$ cat src/rtl/div_pkg.sv
// rtl/div_pkg.sv - shared encodings, states and constants for the RV32M divide sequencer
package div_pkg;

  // funct3[1:0] encodings of the divide/remainder family
  localparam logic [1:0] DIV_OP_DIV  = 2'b00;
  localparam logic [1:0] DIV_OP_DIVU = 2'b01;
  localparam logic [1:0] DIV_OP_REM  = 2'b10;
  localparam logic [1:0] DIV_OP_REMU = 2'b11;

  // Sequencer states
  typedef logic [1:0] div_state_t;
  localparam div_state_t ST_IDLE  = 2'd0;
  localparam div_state_t ST_RUN   = 2'd1;
  localparam div_state_t ST_DRAIN = 2'd2;
  localparam div_state_t ST_DONE  = 2'd3;

  // RISC-V defined results for divide-by-zero and signed overflow
  localparam logic [31:0] DIV_ZERO_Q = 32'hFFFF_FFFF;
  localparam logic [31:0] INT_MIN    = 32'h8000_0000;

  // Two's-complement negate when neg is set, pass through otherwise
  function automatic logic [31:0] neg_if(input logic [31:0] v, input logic neg);
    return neg ? (~v + 32'd1) : v;
  endfunction

endpackage

$ cat src/rtl/div_special_case.sv
// rtl/div_special_case.sv - combinational detection of divide-by-zero and signed overflow
module div_special_case
  import div_pkg::*;
(
  input  logic [31:0] rs1,
  input  logic [31:0] rs2,
  input  logic        is_signed,
  output logic        is_special,
  output logic [31:0] special_q,
  output logic [31:0] special_r
);

  // Divide-by-zero takes priority; overflow only exists for signed ops
  always_comb begin
    is_special = 1'b0;
    special_q  = 32'd0;
    special_r  = 32'd0;
    if (rs2 == 32'd0) begin
      is_special = 1'b1;
      special_q  = DIV_ZERO_Q;
      special_r  = rs1;
    end else if (is_signed && (rs1 == INT_MIN) && (rs2 == 32'hFFFF_FFFF)) begin
      is_special = 1'b1;
      special_q  = INT_MIN;
      special_r  = 32'd0;
    end
  end

endmodule

$ cat src/rtl/div_sequencer.sv
// rtl/div_sequencer.sv - request sequencing, sign handling and result cache around the divider core
module div_sequencer
  import div_pkg::*;
#(
  parameter int TAG_W    = 5,
  parameter bit CACHE_EN = 1'b1
) (
  input  logic             clk,
  input  logic             rst,
  input  logic             flush,
  input  logic             req_valid,
  output logic             req_ready,
  input  logic [1:0]       req_op,
  input  logic [31:0]      req_rs1,
  input  logic [31:0]      req_rs2,
  input  logic [TAG_W-1:0] req_tag,
  output logic             resp_valid,
  input  logic             resp_ready,
  output logic [31:0]      resp_data,
  output logic [TAG_W-1:0] resp_tag,
  output logic             core_start,
  output logic [31:0]      core_dividend,
  output logic [31:0]      core_divisor,
  input  logic             core_done,
  input  logic [31:0]      core_quotient,
  input  logic [31:0]      core_remainder
);

  div_state_t       state;

  // Operation in flight on the core
  logic [1:0]       op_q;
  logic [TAG_W-1:0] tag_q;
  logic             neg_q_q;
  logic             neg_r_q;
  logic [31:0]      pend_rs1;
  logic [31:0]      pend_rs2;
  logic             pend_signed;

  // One-entry cache of the last core-computed pair
  logic             cache_valid;
  logic [31:0]      cache_rs1;
  logic [31:0]      cache_rs2;
  logic             cache_signed;
  logic [31:0]      cache_quot;
  logic [31:0]      cache_rem;

  logic             req_signed;
  logic             accept;
  logic             cache_hit;
  logic [31:0]      mag_rs1;
  logic [31:0]      mag_rs2;
  logic             is_special;
  logic [31:0]      special_q;
  logic [31:0]      special_r;
  logic [31:0]      corr_q;
  logic [31:0]      corr_r;

  assign req_ready  = (state == ST_IDLE) && !flush && !rst;
  assign accept     = req_valid && req_ready;
  assign req_signed = ~req_op[0];
  assign mag_rs1    = neg_if(req_rs1, req_signed & req_rs1[31]);
  assign mag_rs2    = neg_if(req_rs2, req_signed & req_rs2[31]);
  assign cache_hit  = CACHE_EN && cache_valid && (cache_rs1 == req_rs1) &&
                      (cache_rs2 == req_rs2) && (cache_signed == req_signed);
  assign corr_q     = neg_if(core_quotient, neg_q_q);
  assign corr_r     = neg_if(core_remainder, neg_r_q);

  div_special_case u_special (
    .rs1        (req_rs1),
    .rs2        (req_rs2),
    .is_signed  (req_signed),
    .is_special (is_special),
    .special_q  (special_q),
    .special_r  (special_r)
  );

  // Main control: accept, dispatch to core, complete, drain after flush
  always_ff @(posedge clk) begin
    if (rst) begin
      state         <= ST_IDLE;
      resp_valid    <= 1'b0;
      resp_data     <= 32'd0;
      resp_tag      <= '0;
      core_start    <= 1'b0;
      core_dividend <= 32'd0;
      core_divisor  <= 32'd0;
      cache_valid   <= 1'b0;
      cache_rs1     <= 32'd0;
      cache_rs2     <= 32'd0;
      cache_signed  <= 1'b0;
      cache_quot    <= 32'd0;
      cache_rem     <= 32'd0;
      op_q          <= 2'd0;
      tag_q         <= '0;
      neg_q_q       <= 1'b0;
      neg_r_q       <= 1'b0;
      pend_rs1      <= 32'd0;
      pend_rs2      <= 32'd0;
      pend_signed   <= 1'b0;
    end else begin
      core_start <= 1'b0;
      if (flush) begin
        cache_valid <= 1'b0;
      end
      case (state)
        ST_IDLE: begin
          if (accept) begin
            if (is_special) begin
              resp_data  <= req_op[1] ? special_r : special_q;
              resp_tag   <= req_tag;
              resp_valid <= 1'b1;
              state      <= ST_DONE;
            end else if (cache_hit) begin
              resp_data  <= req_op[1] ? cache_rem : cache_quot;
              resp_tag   <= req_tag;
              resp_valid <= 1'b1;
              state      <= ST_DONE;
            end else begin
              op_q          <= req_op;
              tag_q         <= req_tag;
              neg_q_q       <= req_signed & (req_rs1[31] ^ req_rs2[31]);
              neg_r_q       <= req_signed & req_rs1[31];
              pend_rs1      <= req_rs1;
              pend_rs2      <= req_rs2;
              pend_signed   <= req_signed;
              core_dividend <= mag_rs1;
              core_divisor  <= mag_rs2;
              core_start    <= 1'b1;
              state         <= ST_RUN;
            end
          end
        end
        ST_RUN: begin
          if (core_done) begin
            if (flush) begin
              state <= ST_IDLE;
            end else begin
              resp_data    <= op_q[1] ? corr_r : corr_q;
              resp_tag     <= tag_q;
              resp_valid   <= 1'b1;
              cache_valid  <= 1'b1;
              cache_rs1    <= pend_rs1;
              cache_rs2    <= pend_rs2;
              cache_signed <= pend_signed;
              cache_quot   <= corr_q;
              cache_rem    <= corr_r;
              state        <= ST_DONE;
            end
          end else if (flush) begin
            state <= ST_DRAIN;
          end
        end
        ST_DRAIN: begin
          // The outstanding core op ends here; its result is discarded
          if (core_done) begin
            state <= ST_IDLE;
          end
        end
        ST_DONE: begin
          if (flush || resp_ready) begin
            resp_valid <= 1'b0;
            state      <= ST_IDLE;
          end
        end
        default: state <= ST_IDLE;
      endcase
    end
  end

endmodule

$ cat config.mk
export PLATFORM = sky130hd
export DESIGN_NAME = div_sequencer
export DESIGN_NICKNAME = d
export VERILOG_FILES = /design/src/rtl/div_pkg.sv /design/src/rtl/div_special_case.sv /design/src/rtl/div_sequencer.sv
export SDC_FILE = /design/constraint.sdc
export NUM_CORES = 1
export LEC_CHECK = 0
export CORE_UTILIZATION = 55
export DETAILED_ROUTE_END_ITERATION = 10
export MAX_ROUTING_LAYER = met4
export PLACE_DENSITY_LB_ADDON = 0.08
export SKIP_CTS_REPAIR_TIMING = 1
export SLEW_MARGIN = 10
export SYNTH_ARGS = -nofsm -noshare
export SYNTH_HDL_FRONTEND = slang
export SYNTH_SLANG_ARGS = --single-unit
$ cat constraint.sdc
create_clock -name clk -period 10.43 [get_ports clk]
set_input_delay 2.086 -clock clk [delete_from_list [all_inputs] [get_ports clk]]
set_output_delay 2.086 -clock clk [all_outputs]
set_load 0.02 [all_outputs]
=== After elaboration in Yosys (flattened, before gate mapping) ===
Cells that the tools add are included.

* Add/subtract/negate cells: 4
* Reductions and logical operators: 21
* Equality and inequality tests: 15
* $mul: 0
* Shift-type cells: 0
* Bitwise logic cells: 14
* Div/mod/pow operators: 0
* Multiplexer cells: 45
* Magnitude comparators: 0

{| class="wikitable"
|+ Operator list
! operator !! count
|-
| 32-bit two-way mux || 15
|-
| 32-bit by 1-bit adder with 32-bit output, second input constant || 4
|-
| 32-bit inverter || 4
|-
| 32-bit == test || 2
|-
| 32-bit == test, second input constant || 2
|-
| 32-bit case mux with 2 select lines || 1
|-
| 32-bit zero test || 1
|-
| 5-bit two-way mux || 5
|-
| 2-bit two-way mux || 8
|-
| 1-bit two-way mux || 13
|-
| 2-bit != test, second input constant || 5
|-
| 5-bit case mux with 2 select lines || 1
|-
| 1-bit logical AND || 8
|-
| 2-bit case mux with 4 select lines || 1
|-
| 4-bit AND reduction || 2
|-
| 3-bit != test, second input constant || 2
|-
| 1-bit inverter || 6
|-
| 6-bit AND reduction || 1
|-
| 5-bit AND reduction || 1
|-
| 2-bit == test, second input constant || 2
|-
| 4-bit OR reduction || 1
|-
| 1-bit AND || 3
|-
| 1-bit case mux with 3 select lines || 1
|-
| 3-bit AND reduction || 1
|-
| 8 further kinds || 9
|}

* Input bits: 141
* Flip-flop bits (word level): 309
* Output and inout port bits: 104
* Bits in latches: 0
* Bits in writable memories: 0
* Word-level logic and storage cells: 119
* Memories kept: 0
* Memory bits (read-only): 0

=== Longest topological paths before layout ===
Gate-level depths: netlist of run 1.

* Word-level depth: 9
* Mapped depth: 14

=== Cells and area by module ===
A second synthesis of run 1 with hierarchy kept.

* Cells, all modules: 2026
* Area, all modules: 16355.7 um2

{| class="wikitable"
|+ Modules (own cells, without submodules)
! module !! cells each !! area each (um2) !! times used
|-
| div_sequencer || 1925 || 15672.5 || 1
|-
| div_special_case || 101 || 683.2 || 1
|}

=== Worst setup path before layout of run 1 ===
OpenSTA, ideal clock, no wires.

* Kind: input port to output port
* From: in rst
* To: out req_ready
* Path slack: 5.355 ns
* Arrival: 2.989 ns
* Cell stages on the path: 2
* Data required time: 8.344 ns
* Path buffers: 1
* Cells stage by stage: clkbuf_1 -> nor4_1

* Cells in the longest elaborated chain, start to end: 2

{| class="wikitable"
|+ RTL lines
! item !! line !! source
|-
| start, declared || div_sequencer.sv:9 || <nowiki>input logic rst,</nowiki>
|-
| 1-bit zero test || div_sequencer.sv:59 || <nowiki>assign req_ready = (state == ST_IDLE) && !flush && !rst;</nowiki>
|-
| 1-bit logical AND || div_sequencer.sv:59 ||
|-
| end, declared || div_sequencer.sv:12 || <nowiki>output logic req_ready,</nowiki>
|}

No other way between the ends.

=== Final worst setup path of run 1 ===
* From: in req_op[0]
* To: reg resp_data[22]

* Cells in the longest elaborated chain, start to end: 8

{| class="wikitable"
|+ RTL lines
! item !! line !! source
|-
| start, declared || div_sequencer.sv:13 || <nowiki>input logic [1:0] req_op,</nowiki>
|-
| 1-bit inverter (*) || div_sequencer.sv:61 || <nowiki>assign req_signed = ~req_op[0];</nowiki>
|-
| 1-bit logical AND (2 in series) || div_special_case.sv:22 || <nowiki>end else if (is_signed && (rs1 == INT_MIN) && (rs2 == 32'hFFFF_FFFF)) begin</nowiki>
|-
| 1-bit two-way mux || div_special_case.sv:22 ||
|-
| 1-bit two-way mux || div_special_case.sv:18 || <nowiki>if (rs2 == 32'd0) begin</nowiki>
|-
| 32-bit two-way mux || div_sequencer.sv:109 || <nowiki>if (is_special) begin</nowiki>
|-
| 32-bit two-way mux || div_sequencer.sv:108 || <nowiki>if (accept) begin</nowiki>
|-
| 32-bit case mux with 2 select lines || div_sequencer.sv:106 || <nowiki>case (state)</nowiki>
|-
| end signal, assigned || div_sequencer.sv:110 || <nowiki>resp_data <= req_op[1] ? special_r : special_q;</nowiki>
|-
| end signal, assigned || div_sequencer.sv:115 || <nowiki>resp_data <= req_op[1] ? cache_rem : cache_quot;</nowiki>
|-
| end signal, assigned || div_sequencer.sv:139 || <nowiki>resp_data <= op_q[1] ? corr_r : corr_q;</nowiki>
|-
| end, declared || div_sequencer.sv:19 || <nowiki>output logic [31:0] resp_data,</nowiki>
|}

Mark *: on every way between the ends. The rest lies on a longest branch, timed or not. The select of a mux whose other input is x is not followed.
A chain may end at the register's enable or synchronous reset.

==> run_results.csv, run 1 <==
group,metric,value,unit
worst_setup_path,path_class,"primary input to flip-flop",
timing,slew-limit-headroom,21.4,%
final_layout,layout_commonest_cell,"dfxtp_1",
routing,wl_per_cell,22.1,um
worst_setup_path,crit_top_cell,"buf_4",
clock_network,numCtsBuffers,35,
power,p_leak,0.00612,uW
timing,fin_crit,6.95,ns
timing,tightest_slew,1.18,ns
die,rows,62,
worst_setup_path,slowest_delay,0.79,ns
placed_design,place_congestion,0.926,
placed_design,dpl-instance-area,18500,um2
die,die_w,174,um
status,status,"finished, final reports clean",
final_layout,ff_latch_area,6130,um2
logic_synthesis,synth_cells,2015,
global_route,antenna_found_initial,1,
global_route,grt_usage,36.5,%
clock_network,clock_path_buffers,3,
routing,ant_nets,0,
placed_design,port_buffers,244,
logic_synthesis,synth_area_leaders,"dfxtp_1 38%, a21oi_1 7.9%, a211oi_1 6.9%",
die,die_area,30300,um2
final_layout,fillers,2408,
worst_setup_path,end_kind,"flip-flop",
timing,period_share,66.6,%
routing,dr.pass1.iters,6,
logic_synthesis,ys.flop_type,"dfxtp_1",
logic_synthesis,syn_area,16300,um2
logic_synthesis,synth-async-reset-ratio,0,%
worst_hold_path,worstHoldPathType,"flip-flop to flip-flop",
placed_design,place_hpwl,36.4,mm
timing,holdWs,0.446,ns
logic_synthesis,syn-num-nets,2161,
worst_setup_path,cp.required,10.84,ns
routing,via_per_inst,6.38,
power,irDropWorstVdd,0.104,mV
routing,drt_iter0_drc,2063,
logic_synthesis,synth_top_area_share,37.6,%
logic_synthesis,yosysUniqueCellTypes,70,
final_layout,drive_gt1_share,6.08,%
clock_network,clk_latency,0.53,ns
routing,vias,15999,
logic_synthesis,yosysWarningCount,0,
worst_setup_path,critical_path_arrival,7.36,ns
logic_synthesis,synth-edff-count,0,
final_layout,fin_cells,2506,
worst_setup_path,cp_cell_sequence,"clkdlybuf4s50_1 > nand2b_1 > nor3_1 > nand3_1 > or2_1 > o311ai_4 > buf_4 > buf_4 > a211oi_1 > a311oi_1",
worst_setup_path,start_kind,"primary input",
final_layout,diodes,0,
global_route,overflow,0,
timing,fmax,144,MHz
logic_synthesis,synth-seq-area-share,37.6,%
worst_setup_path,cp_max_fo,71,
routing,drc_errors,0,
final_layout,area_growth,21.2,%
clock_network,cts-root-buf,"clkbuf_16",
job,drv_cap,0,
global_route,grt_max_degree,137,
clock_network,clkSinkCount,306,
logic_synthesis,synth_area_leader_cell,"dfxtp_1",
power,powerDensity,148,nW/um2
final_layout,design_area,19700,um2
timing,fin_worst_skew,0.0317,ns
logic_synthesis,syn_area_per_cell,8.08,um2
die,core_region_area,28900,um2
clock_network,cts.clk_slew.worst_paths,0.06,ns
timing,drv_slew,0,
routing,wirelength,55.4,mm
logic_synthesis,synth_seq_cells,306,
clock_network,cts_tree,"built",
final_layout,nets,2242,
global_route,grt_pass1_wl,85.1,mm
timing,rsz0062_at_grt,"false",
die,dieHeight,174,um
final_layout,mostFrequentLayoutCells,"306 x dfxtp_1, 257 x a21oi_1, 243 x clkdlybuf4s50_1",
global_route,grt_pass1_vias,14607,
final_layout,multi_input_area,9160,um2
clock_network,htree_levels,2,
die,ios,245,
placed_design,placed_cells,2443,
timing,finalSetupViolations,0,
worst_setup_path,slowest_stage,"or2_1",
timing,hold_viol_final,0,
timing,tns,0,ns
die,start_util,56.3,%
[report_power, final]
part           switching (uW)  internal [uW]  total (uW)  leakage (uW)
Combinational             238            160         397       0.00304
Clock                     501            793        1290      0.000594
Sequential               18.5           1200        1220       0.00248
Total                     757           2150        2910       0.00612
[worst max-delay path, delay by kind of cell]
family | cells | cell delay (ns)
and+or+nand+nor | 4 | 2.60
buffers and inverters | 3 | 1.92
AOI/OAI and AO/OA | 3 | 0.62
[stage by stage]
step	utilization (%)	total power, uW	worst slack, ns
floorplan	-	1460	5.36
global placement	64.0	1630	3.32
detailed placement	64.0	1630	3.14
CTS	68.2	2910	3.64
global route	68.2	2990	3.26
finish	68.2	2910	3.48
[sequential cells by signal, indices dropped and copies added, names as in the netlist, 2 cells and up]
name	cells
cache_quot	32
cache_rem	32
cache_rs1	32
cache_rs2	32
core_dividend	32
core_divisor	32
resp_data	32
pend_rs1	31
pend_rs2	31
resp_tag	5
tag_q	5
state	2
[cell usage after synthesis, drive strengths merged, types with 7 or more instances]
| cell | number |
|---|---|
| a211oi | 164 |
| a21o | 7 |
| a21oi | 257 |
| a221oi | 12 |
| a311oi | 14 |
| a31oi | 8 |
| buf | 45 |
| clkbuf | 179 |
| dfxtp | 306 |
| inv | 31 |
| mux2i | 37 |
| nand2 | 180 |
| nand2b | 12 |
| nand3 | 82 |
| nand4 | 23 |
| nor2 | 114 |
| nor3 | 36 |
| nor4 | 27 |
| o21ai | 116 |
| o22ai | 13 |
| o31ai | 35 |
| o41ai | 24 |
| or2 | 8 |
| or3 | 13 |
| or4 | 21 |
| xnor2 | 94 |
| xor2 | 81 |
[logic make-up (layout without fill, tap and decap cells)]
family	after synthesis	count (layout)	synth area share (%)
buf+inv	256	363	6.44
simple gates	543	543	16.0
fa+ha+maj	5	5	0.384
compound gates	692	692	27.8
xor+xnor	175	175	9.42
mux	38	38	2.34
flops	306	306	37.6
[cell type report]
cell class	count	share of cell area [%]
multi-input cells	1453	46.4
flip-flops and latches	306	31.1
repair buffers	268	13.3
clock buffers	52	5.28
well taps	384	2.44
clock inverters	11	0.875
inverters	32	0.609
[per-layer routing]
layer,up-vias,share of wire [%],GRT usage (%),wire length (um)
li1,7476,-,-,-
met1,7626,43,48.7,23600
met2,802,45,54.9,24800
met3,95,10,8.64,5530
met4,0,2.6,9.94,1430
met5,-,0,-,0
[worst paths after layout]
kind | depth (start not counted) | startpoint | endpoint | slack, ns
max | 10 | req_op[0] | resp_data[22] | 3.48
min | 2 | pend_rs2[14] | cache_rs2[14] | 0.45
max reg2reg | 9 | cache_rs1[23] | resp_data[22] | 6.45
min reg2reg | 2 | pend_rs2[14] | cache_rs2[14] | 0.45
(Power assumes the default switching activity.)
==> run 2, diff against run 1 <==
CORE_UTILIZATION = 50   (was 55)
clock period = 6.1 ns   (was 10.43 ns; I/O delays follow)
==> run 2 against run 1 <==
Compared with the run above: clock power rose by 64%; die area up 9.9%; first-iteration DRC count shrank 23%; design area rose by 1.6%; largest cell class unchanged; highest routed layer unchanged.
==> run_results.csv, run 2 (synthesized netlist as in run 1, its figures left out) <==
group,metric,value,unit
clock_network,cts-root-buf,"clkbuf_16",
clock_network,numCtsBuffers,35,
power,irDropWorstVdd,0.205,mV
timing,rsz0062_at_grt,"false",
worst_setup_path,path_class,"primary input to flip-flop",
routing,ant_nets,0,
worst_setup_path,slowest_stage,"or4b_1",
global_route,overflow,0,
job,drv_cap,0,
power,p_leak,0.00627,uW
timing,tns,0,ns
routing,drt_iter0_drc,1592,
final_layout,area_growth,23.1,%
global_route,antenna_found_initial,7,
worst_setup_path,cp_cell_sequence,"clkdlybuf4s50_1 > inv_1 > ha_1 > or4b_1 > nor4_4 > nand3_1 > buf_4 > or2_1 > o311ai_4 > a21oi_1 > o41ai_1",
placed_design,post-place-ws,0.886,ns
global_route,grt_pass1_wl,86.9,mm
timing,slew-limit-headroom,21.1,%
placed_design,port_buffers,244,
die,die_area,33300,um2
worst_setup_path,slowest_delay,0.62,ns
power,powerDensity,244,nW/um2
clock_network,cts.clk_slew.worst_paths,0.06,ns
die,rows,65,
global_route,grt_max_degree,140,
clock_network,cts_tree,"built",
die,die_w,182,um
worst_hold_path,worstHoldPathType,"flip-flop to flip-flop",
clock_network,clk_latency,0.53,ns
final_layout,layout_commonest_cell,"dfxtp_1",
timing,drv_slew,0,
clock_network,clkSinkCount,306,
timing,fmax,208,MHz
die,start_util,51.2,%
worst_setup_path,start_kind,"primary input",
routing,wirelength,56.7,mm
die,dieHeight,182,um
global_route,grt_usage,34.4,%
timing,tightest_slew,1.18,ns
status,status,"finished, final reports clean",
final_layout,nets,2275,
timing,finalSetupViolations,0,
clock_network,htree_levels,2,
timing,period_share,78.9,%
final_layout,drive_gt1_share,7.47,%
worst_setup_path,end_kind,"flip-flop",
final_layout,mostFrequentLayoutCells,"306 x dfxtp_1, 257 x a21oi_1, 243 x clkdlybuf4s50_1",
worst_setup_path,cp_top_family,"simple AND/OR/NAND/NOR gates",
worst_setup_path,path_buf_inv,3,
final_layout,fillers,2774,
worst_setup_path,cp.required,6.51,ns
global_route,grt_pass1_vias,14944,
routing,drc_errors,0,
clock_network,clock_path_buffers,3,
routing,via_per_inst,6.19,
timing,hold_viol_final,0,
worst_setup_path,critical_path_arrival,5.22,ns
timing,fin_crit,4.81,ns
timing,fin_worst_skew,0.0214,ns
die,ios,245,
worst_setup_path,cp_max_fo,20,
routing,wl_per_cell,21.9,um
placed_design,place_hpwl,38.3,mm
timing,setup_slack,1.29,ns
placed_design,place_congestion,0.928,
routing,dr.pass1.iters,5,
die,core_region_area,31800,um2
routing,vias,16061,
[run 2: cell types whose count changed in the layout (fill, tap and decap cells not counted), sizes merged]
cell    previous run  this run
diode              0         5
bufinv             4         1
clkbuf            52        54
clkinv             6         7
buf               25        58
[run 2: layout make-up]
| type | count | area (um2) | share of cell area [%] |
|---|---|---|---|
| antenna | 5 | 12.5 | 0.0624 |
| sequential | 306 | 6130 | 30.6 |
| clock buffer | 54 | 1080 | 5.39 |
| clock inverter | 9 | 78.8 | 0.393 |
| timing repair buffer | 301 | 2930 | 14.6 |
| tap | 435 | 544 | 2.72 |
| inverter | 32 | 120 | 0.599 |
| multi-input combinational | 1453 | 9160 | 45.7 |
[run 2: report_power, final]
group / total [uW] / switching (uW) / internal [uW] / leakage (uW)
Clock: 2120 / 855 / 1260 / 0.000574
Combinational: 692 / 406 / 286 / 0.00321
Sequential: 2090 / 34.2 / 2050 / 0.00248
[run 2: path summary, 6_finish.rpt]
kind	depth (start not counted)	slack, ns	startpoint	endpoint
max	11	1.29	req_rs1[0]	resp_data[15]
max reg2reg	7	2.94	cache_rs2[13]	resp_data[15]
min	2	0.45	pend_rs2[4]	cache_rs2[4]
min reg2reg	2	0.45	pend_rs2[4]	cache_rs2[4]
[run 2: routing by layer]
layer  track usage (%)  vias to the layer above  part of all wire, %
li1                  -                     7533                    -
met1              46.9                     7652                   44
met2              49.8                      768                   43
met3              6.45                      108                  9.1
met4              14.4                        0                  3.9
met5                 -                        -                    0
[run 2: tightest hold or removal path, cell delays in order (launching register included)]
cell	delay [ns]
dfxtp_1	0.31
nand2_1	0.05
a21oi_1	0.05
[run 2: per-stage QoR]
| step | power (uW) | std cells | area (um2) | hold slack (ns) | util [%] |
|---|---|---|---|---|---|
| 2_1_floorplan | 2500 | 2015 | 16300 | 0.428 | - |
| 3_3_place_gp | 2800 | 2527 | 18900 | 0.434 | 59.3 |
| 3_5_place_dp | 2810 | 2527 | 18900 | 0.441 | 59.3 |
| 4_1_cts | 4910 | 2590 | 20000 | 0.450 | 63.0 |
| 5_1_grt | 5060 | 2595 | 20000 | 0.462 | 63.0 |
| 6_report | 4900 | 2595 | 20000 | 0.450 | 63.0 |
==> run 3, diff against run 2 <==
clock period = 3.9 ns   (was 6.1 ns; I/O delays follow)
==> run 3 against run 2 <==
Compared with the run above: design area is 4.5% higher; register-to-register slack worse by 1.8 ns; total power increased by 58%; sequential share of layout area down 1.3 points; global-route usage increased by 2.5 points; non-clock buffer count increased by 110; clock skew up 0.0099 ns; routed wire length is 7.3% higher; worst hold slack got worse by 0.011 ns; worst setup slack lost 1.2 ns; sequential power grew 56%; sequential cell count is the same; critical endpoint is now resp_data[18]; largest cell class unchanged.
==> run_results.csv, run 3 (synthesized netlist as in run 1, its figures left out) <==
group,metric,value,unit
die,ios,245,
global_route,grt_pass1_vias,15527,
worst_setup_path,worst_r2r_startpoint,"cache_rs1[27]",
job,drv_cap,0,
global_route,grt_max_degree,222,
clock_network,clk_latency,0.53,ns
timing,drv_slew,0,
final_layout,drive_gt1_share,11.7,%
power,swShare,26.6,%
timing,rsz0062_at_grt,"false",
clock_network,cts-root-buf,"clkbuf_16",
die,rows,65,
timing,fmax,260,MHz
power,seqPwrFrac,42.3,%
final_layout,design_area,21000,um2
worst_setup_path,critical_path_arrival,4.18,ns
routing,via_per_inst,6.19,
routing,drt_iter0_drc,1761,
worst_setup_path,reg2reg_depth,8,
power,power.total,7730,uW
worst_hold_path,hold_depth,2,
timing,setup_slack,0.0582,ns
routing,vias,16717,
power,pwr-share-clk,42.7,%
worst_setup_path,start_kind,"primary input",
worst_setup_path,ff2ff_setup_slack,1.14,ns
timing,fin_worst_skew,0.0313,ns
final_layout,fin_cells,2699,
die,die_w,182,um
worst_setup_path,cp_cell_sequence,"clkdlybuf4s50_1 > buf_4 > nand4_1 > nor4_1 > nand3_1 > or2_1 > buf_4 > a32o_1 > o31ai_1 > a211oi_1",
final_layout,area_growth,28.7,%
routing,wirelength,60.9,mm
routing,wl_per_cell,22.6,um
timing,fin_crit,3.84,ns
worst_setup_path,rr_endpoint,"core_dividend[2]",
clock_network,clkSinkCount,306,
timing,tightest_slew,1.05,ns
placed_design,port_buffers,244,
placed_design,post-place-ws,-0.202,ns
die,start_util,51.2,%
final_layout,mostFrequentLayoutCells,"306 x dfxtp_1, 257 x a21oi_1, 243 x clkdlybuf4s50_1",
worst_hold_path,hold_end,"cache_rs2[7]",
die,core_region_area,31800,um2
final_layout,nets,2386,
clock_network,cts_tree,"built",
power,power_switching,2060,uW
power,internal_power,5680,uW
die,die_area,33300,um2
global_route,grt_pass1_wl,92.8,mm
routing,drc_errors,0,
worst_setup_path,end_kind,"flip-flop",
clock_network,numCtsBuffers,36,
worst_hold_path,worstHoldPathType,"flip-flop to flip-flop",
clock_network,clock_path_buffers,3,
final_layout,post-route-util,65.9,%
worst_setup_path,crit_top_cell,"buf_4",
power,p_leak,0.00681,uW
power,powerDensity,369,nW/um2
routing,ant_nets,0,
final_layout,layout_commonest_cell,"dfxtp_1",
power,p_comb_share,15.0,%
clock_network,htree_levels,2,
die,dieHeight,182,um
timing,period_share,98.5,%
placed_design,place_hpwl,43.5,mm
worst_hold_path,min_from,"pend_rs2[7]",
worst_setup_path,cp_max_fo,7,
placed_design,place_congestion,0.923,
worst_setup_path,slowest_stage,"nor4_1",
power,irDropWorstVdd,0.289,mV
worst_setup_path,slowest_delay,0.89,ns
worst_setup_path,path_class,"primary input to flip-flop",
timing,finalSetupViolations,0,
timing,slew-limit-headroom,30.1,%
clock_network,cts.clk_slew.worst_paths,0.06,ns
routing,dr.pass1.iters,6,
global_route,grt_usage,36.9,%
global_route,antenna_found_initial,4,
status,status,"finished, final reports clean",
placed_design,dpl-instance-area,19800,um2
global_route,overflow,0,
timing,hold_viol_final,0,
worst_setup_path,cp.required,4.24,ns
placed_design,placed_cells,2637,
run 3: layer usage:
metal | up-vias | track usage, % | share of wire, %
met4 | 0 | 10.6 | 2.6
met5 | - | - | 0
met1 | 8036 | 51.8 | 45
met3 | 93 | 5.45 | 8.2
li1 | 7753 | - | -
met2 | 835 | 54.8 | 44
run 3: worst max-delay path by stage:
stage / start / endpoint / slack [ns] / cells past startpoint
CTS: req_rs2[13] / resp_data[18] / 0.30 / 10
global placement: req_rs2[13] / resp_data[18] / -0.20 / 10
finish: req_rs2[13] / resp_data[18] / 0.06 / 10
detailed placement: req_rs2[13] / resp_data[18] / -0.20 / 10
floorplan: req_rs1[1] / resp_data[17] / 0.49 / 13
global route: req_rs2[13] / resp_data[18] / 0.02 / 10
run 3: worst max-delay path: cells and delay by family:
kind	cells	cell delay, ns
AND/OR/NAND/NOR	4	1.58
AO/OA/AOI/OAI	3	0.86
buffers and inverters	3	0.96
run 3: layout make-up:
class | instances | area [um2]
Antenna cell | 4 | 10.0
Clock buffer | 50 | 1030
Clock inverter | 8 | 105
Fill cell | 2677 | 10800
Inverter | 32 | 120
Multi-Input combinational cell | 1453 | 9160
Sequential cell | 306 | 6130
Tap cell | 435 | 544
Timing Repair Buffer | 411 | 3860
run 3: metrics by stage:
stage | hold slack (ns) | TNS [ns]
final | 0.440 | 0
after global routing | 0.460 | 0
after CTS | 0.444 | 0
after detailed placement | 0.440 | -0.312
after global placement | 0.431 | -0.420
after floorplan | 0.428 | 0
run 3: power by group through the flow:
stage                     Sequential [uW]  Combinational [uW]  Clock [uW]
final                                3270                1160        3300
after global routing                 3280                1230        3460
after CTS                            3270                1140        3320
after detailed placement             3330                1140           0
after global placement               3330                1130           0
after floorplan                      3370                 537           0
==> patch 1 (flow settings as in run 1) <==
`CACHE_EN`: 1'b1 -> 1'b0.
--- a/src/rtl/div_sequencer.sv
+++ b/src/rtl/div_sequencer.sv
@@ -4,5 +4,5 @@
 #(
   parameter int TAG_W    = 5,
-  parameter bit CACHE_EN = 1'b1
+  parameter bit CACHE_EN = 1'b0
 ) (
   input  logic             clk,
Check against the original RTL: no difference found for any inputs over 4 cycles, from zero or initial values and one cycle with rst high; that may be too few to reach the edited logic, so the function may still have changed.
==> patch 1 against run 1 <==
- worst setup slack gained 0.80 ns
- final area fell by 46%
- clock skew down 0.025 ns
- wire length is 54% lower
- sequential cell count decreased by 193
- cell count is 45% lower
- power decreased by 56%
- area after synthesis decreased by 53%
- largest power group unchanged
==> patch 1: results (changes against run 1) <==
Placed design
  • Worst slack after detailed placement: 3.95 ns (was 3.14 ns)
  • Placer Congestion: 0.993 (was 0.926)
  • Total half-perimeter wirelength after legalization and detailed placement: 19000 µm (was 36400 µm)
  • Count of placed standard cells including taps: 1338 (was 2443)

Drt
  • Avg WL per Cell: 18.7 µm (was 22.1 µm)
  • Drt pass-1 iters: 9 (was 6)
  • Met2 WL post-DR: 11900 µm (was 24800 µm)
  • Detailed router's first-iteration violation count: 770 (was 2063)

Global route
  • Wire length of the first global-routing pass: 40000 µm (was 85100 µm)
  • All-Layer GR Usage: 36.7% (was 36.5%)
  • Largest net degree at the start of global routing: 73 (was 137)
  • Initial antenna violation count: 0 (was 1)

Setup path
  • Critical path arrival: 6.46 ns (was 7.36 ns)
  • Worst-path fanout max: 72 (was 71)
  • R2R Setup Slk: 6.67 ns (was 6.45 ns)
  • Origin of the critical flop-to-flop path: state[0] (was cache_rs1[23])
  • Critical Path Slowest Stage Cell: sky130_fd_sc_hd__or4_1 (was sky130_fd_sc_hd__or2_1)
  • Depth of the worst register-to-register path: 7 (was 9)
  • Terminus of the critical flop-to-flop path: core_divisor[1] (was resp_data[22])

Pwr
  • Net switching power figure: 0.351 mW (was 0.757 mW)
  • Leakage Power: 3.36 nW (was 6.12 nW)
  • Maximum vdd drop: 128 µV (was 104 µV)

Logic synthesis
  • Synthesized netlist net count: 1126 (was 2161)
  • Number of unique standard cell types used by synthesis: 58 (was 70)
  • Leading cell types by count after synthesis: sky130_fd_sc_hd__nor2_1, sky130_fd_sc_hd__dfxtp_1, sky130_fd_sc_hd__nand2_1 (was sky130_fd_sc_hd__dfxtp_1, sky130_fd_sc_hd__a21oi_1, sky130_fd_sc_hd__nand2_1)

Cells and area
  • Final-layout fill cell count: 943 (was 2408)
  • Share of layout cells above drive strength 1: 6.96% (was 6.08%)

Clock network
  • Skew-Pair Late Insertion Delay: 0.42 ns (was 0.53 ns)
  • Number of buffers inserted during clock tree synthesis: 17 (was 35)

STA
  • Slew @ Worst Pin: 1.09 ns (was 1.18 ns)
  • Clock skew after layout: 0.00693 ns (was 0.0317 ns)

Run status
  • Run status: finished, final reports clean (unchanged)

Worst hold path
  • Critical hold path startpoint: resp_data[28] (was pend_rs2[14])
  • Destination of the worst hold path: resp_data[28] (was cache_rs2[14])
[patch 1: changes by cell type after synthesis, moves of 15 or more]
cell | before | now
sky130_fd_sc_hd__a211oi_2 | 15 | 30
sky130_fd_sc_hd__nor2_1 | 114 | 130
sky130_fd_sc_hd__nand2_1 | 180 | 106
sky130_fd_sc_hd__mux2i_1 | 37 | 5
sky130_fd_sc_hd__a21oi_1 | 257 | 46
sky130_fd_sc_hd__o21ai_1 | 68 | 0
sky130_fd_sc_hd__inv_1 | 31 | 16
sky130_fd_sc_hd__a211oi_1 | 149 | 34
sky130_fd_sc_hd__nand3_1 | 82 | 9
sky130_fd_sc_hd__dfxtp_1 | 306 | 113
sky130_fd_sc_hd__clkbuf_1 | 179 | 51
sky130_fd_sc_hd__xnor2_1 | 94 | 46
[patch 1: cell families after synthesis]
logic type	Yosys count	share of synthesized area, %
adders and majority gates	5	0.822
xor gates and xnor gates	117	13.5
buffers and inverters	88	5.11
DFF	113	29.7
muxes	5	0.658
AOI/OAI and AO/OA	270	26.8
and+or+nand+nor	382	23.4
[patch 1: metal layers]
metal  GRT usage, %  up-vias
li1               -     3982
met1           46.7     3938
met2           57.0      431
met3           8.32       59
met4           13.2        0
met5              -        -
[patch 1: worst max path at each step]
stage,to,start,slack (ns)
after floorplan,req_ready,flush,5.45
after global placement,core_dividend[31],req_rs2[10],4.07
after detailed placement,core_dividend[17],req_rs2[10],3.95
after CTS,core_divisor[5],req_rs2[10],4.32
after global routing,core_divisor[5],req_rs2[10],4.09
final,core_divisor[5],req_rs2[10],4.28
[patch 1: per-stage QoR]
step | utilization [%] | hold WS, ns
floorplan | - | 0.437
finish | 79.3 | 0.450
global placement | 75.0 | 0.439
detailed placement | 75.0 | 0.446
global route | 79.3 | 0.475
CTS | 79.3 | 0.454
[patch 1: cell type report]
class	count	area [µm²]	share of cell area, %
clock buffers	20	457	4.31
well taps	176	220	2.08
diodes	1	2.50	0.0236
inverters	18	70.1	0.662
repair buffers	252	2500	23.6
clock inverters	11	114	1.08
multi-input cells	779	4960	46.9
flip-flops and latches	113	2260	21.4
[patch 1: worst max-delay path, delay by kind of cell]
kind | cells | cell delay (ns)
AO/OA/AOI/OAI | 2 | 0.50
buffers and inverters | 3 | 1.40
AND/OR/NAND/NOR | 4 | 2.40
[patch 1: power by group through the flow]
stage	Sequential (mW)	Clock [mW]	Combinational, mW
3_3_place_gp	0.466	0	0.248
6_report	0.458	0.562	0.256
2_1_floorplan	0.480	0	0.111
4_1_cts	0.458	0.566	0.254
3_5_place_dp	0.466	0	0.252
5_1_grt	0.459	0.589	0.274
==> patch 2 (settings of run 1) <==
Made on the original files. Make the reset (`rst`) asynchronous in one clocked block.
--- a/src/rtl/div_sequencer.sv
+++ b/src/rtl/div_sequencer.sv
@@ -77,5 +77,5 @@
 
   // Main control: accept, dispatch to core, complete, drain after flush
-  always_ff @(posedge clk) begin
+  always_ff @(posedge clk or posedge rst) begin
     if (rst) begin
       state         <= ST_IDLE;
Function: differs if rst is asserted again (counterexample within 4 cycles, from zero or initial values and one cycle with rst high); with rst held inactive, the same outputs for 4 cycles.
==> patch 2 against run 1 <==
- maximum frequency increased by 5.6%
- final area is 4.6% higher
- wire length shrank 7.9%
- critical path depth increased by 2
- area after synthesis up 4.2%
- clock skew is 0.014 ns lower
- critical endpoint is now tag_q[4]
- worst setup slack improved by 0.37 ns
- hold slack gained 0.020 ns
- sequential cell count unchanged
- global-route usage down 2.6 points
- largest cell class unchanged
Power is not compared: it rests on default switching activity, and its combinational part moved more than twofold at a synthesized area within 25%.
==> patch 2: results (changes against run 1) <==
Run status
  • Run status: finished, final reports clean (unchanged)

Global route
  • Wire length of the first global-routing pass: 79400 µm (was 85100 µm)
  • All-Layer GR Usage: 33.9% (was 36.5%)
  • Initial antenna violation count: 0 (was 1)
  • Largest net degree at the start of global routing: 189 (was 137)

STA
  • Slew @ Worst Pin: 1.20 ns (was 1.18 ns)
  • Worst hold margin: 0.466 ns (was 0.446 ns)

Logic synthesis
  • Post-Synth Adder-Cell Area: 0.369% (was 0.384%)
  • Cell types with the largest area share after synthesis: sky130_fd_sc_hd__dfrtp_1, sky130_fd_sc_hd__nand2_1, sky130_fd_sc_hd__mux2_4 (was sky130_fd_sc_hd__dfxtp_1, sky130_fd_sc_hd__a21oi_1, sky130_fd_sc_hd__a211oi_1)
  • Fraction of synthesis flops using an asynchronous set or reset pin: 100% (was 0%)
  • Portion of the post-synthesis area used by sequential elements: 45.1% (was 37.6%)
  • Most used DFF post-synth: sky130_fd_sc_hd__dfrtp_1 (was sky130_fd_sc_hd__dfxtp_1)
  • Multiplexer fraction of the synthesized cell area: 14.0% (was 2.34%)
  • Post-synthesis share of cell area spent on xor and xnor gates: 8.31% (was 9.42%)
  • Compound-cell area share of the yosys netlist: 12.2% (was 27.8%)
  • Leading cell types by count after synthesis: sky130_fd_sc_hd__nand2_1, sky130_fd_sc_hd__dfrtp_1, sky130_fd_sc_hd__o21ai_0 (was sky130_fd_sc_hd__dfxtp_1, sky130_fd_sc_hd__a21oi_1, sky130_fd_sc_hd__nand2_1)
  • Number of unique standard cell types used by synthesis: 73 (was 70)

Setup path
  • Critical path arrival: 6.97 ns (was 7.36 ns)
  • Worst-path fanout max: 72 (was 71)
  • Depth of the worst register-to-register path: 10 (was 9)
  • Terminus of the critical flop-to-flop path: tag_q[3] (was resp_data[22])
  • Origin of the critical flop-to-flop path: cache_rs2[6] (was cache_rs1[23])
  • R2R Setup Slk: 6.27 ns (was 6.45 ns)

Cells and area
  • Share of layout cells above drive strength 1: 13.6% (was 6.08%)
  • Final Net Count: 2030 (was 2242)
  • Final-layout fill cell count: 2359 (was 2408)

Drt
  • Drt pass-1 iters: 5 (was 6)
  • Total wirelength of the detailed-routed design: 51000 µm (was 55400 µm)
  • Detailed router's first-iteration violation count: 1361 (was 2063)
  • Detailed-route via count: 13900 (was 16000)

Clock network
  • Clock-pin slew on the worst setup and hold paths: 0.06 ns (about the same)
  • Number of buffers inserted during clock tree synthesis: 36 (was 35)

Worst hold path
  • Critical hold path startpoint: pend_rs1[17] (was pend_rs2[14])
  • Destination of the worst hold path: cache_rs1[17] (was cache_rs2[14])

Placed design
  • Total half-perimeter wirelength after legalization and detailed placement: 35700 µm (was 36400 µm)
  • Total cell area at the placement stage: 0.0195 mm² (was 0.0185 mm²)
  • Placer Congestion: 0.940 (was 0.926)
==> patch 2: cell families after synthesis <==
logic type               after synthesis
multiplexers                         189
flip-flops                           306
buffers and inverters                167
AND/OR/NAND/NOR                      572
adder cells (fa/ha/maj)                5
AO/OA/AOI/OAI                        308
XOR/XNOR                             161
==> patch 2: worst max-delay path by stage <==
stage / startpoint / depth (start not counted) / slack [ns] / to
floorplan: rst / 3 / 2.99 / state[0]
global placement: req_op[0] / 12 / 3.58 / core_dividend[18]
detailed placement: req_op[0] / 12 / 3.43 / tag_q[4]
CTS: req_op[0] / 12 / 3.95 / tag_q[4]
global route: req_op[0] / 12 / 3.64 / tag_q[4]
finish: req_op[0] / 12 / 3.85 / tag_q[4]
==> patch 2: worst max-delay path: stages <==
cell and delay, ns:
sky130_fd_sc_hd__clkdlybuf4s50_1 0.64, sky130_fd_sc_hd__nand2b_1 0.75, sky130_fd_sc_hd__nor2_1 0.17, sky130_fd_sc_hd__nand4_1 0.14, sky130_fd_sc_hd__buf_4 0.21, sky130_fd_sc_hd__or2_4 0.17, sky130_fd_sc_hd__o311ai_4 0.09, sky130_fd_sc_hd__buf_4 0.23
sky130_fd_sc_hd__nor2_4 0.08, sky130_fd_sc_hd__buf_4 0.79, sky130_fd_sc_hd__buf_4 0.97, sky130_fd_sc_hd__mux2_2 0.43
==> patch 2: through the flow <==
step           std cells  worst slack, ns
2_1_floorplan       1708             2.99
3_3_place_gp        2236             3.58
3_5_place_dp        2236             3.43
4_1_cts             2300             3.95
5_1_grt             2300             3.64
6_report            2300             3.85
==> patch 2: routing by layer <==
layer | vias to the layer above | share of wire [%] | GRT usage [%]
li1 | 6327 | - | -
met1 | 6868 | 43 | 45.9
met2 | 566 | 47 | 53.7
met3 | 90 | 5.9 | 3.62
met4 | 0 | 3.1 | 10.6
met5 | - | 0 | -
==> patch 2: power by group through the flow <==
stage / registers [mW] / clock network [mW] / logic (mW)
after floorplan: 1.96 / 0 / 0.767
after global placement: 1.84 / 0 / 1.48
after detailed placement: 1.86 / 0 / 1.51
after CTS: 1.84 / 1.26 / 1.52
after global routing: 1.89 / 1.32 / 1.63
final: 1.85 / 1.25 / 1.51
==> patch 2: area by class of cell <==
cell class | count | area, µm² | area share [%]
clock buffer | 49 | 1030 | 5.00
clock inverter | 15 | 135 | 0.655
inverter | 45 | 173 | 0.837
multi-input combinational | 1235 | 8570 | 41.6
sequential | 306 | 7660 | 37.1
tap | 390 | 488 | 2.37
timing repair buffer | 260 | 2570 | 12.5
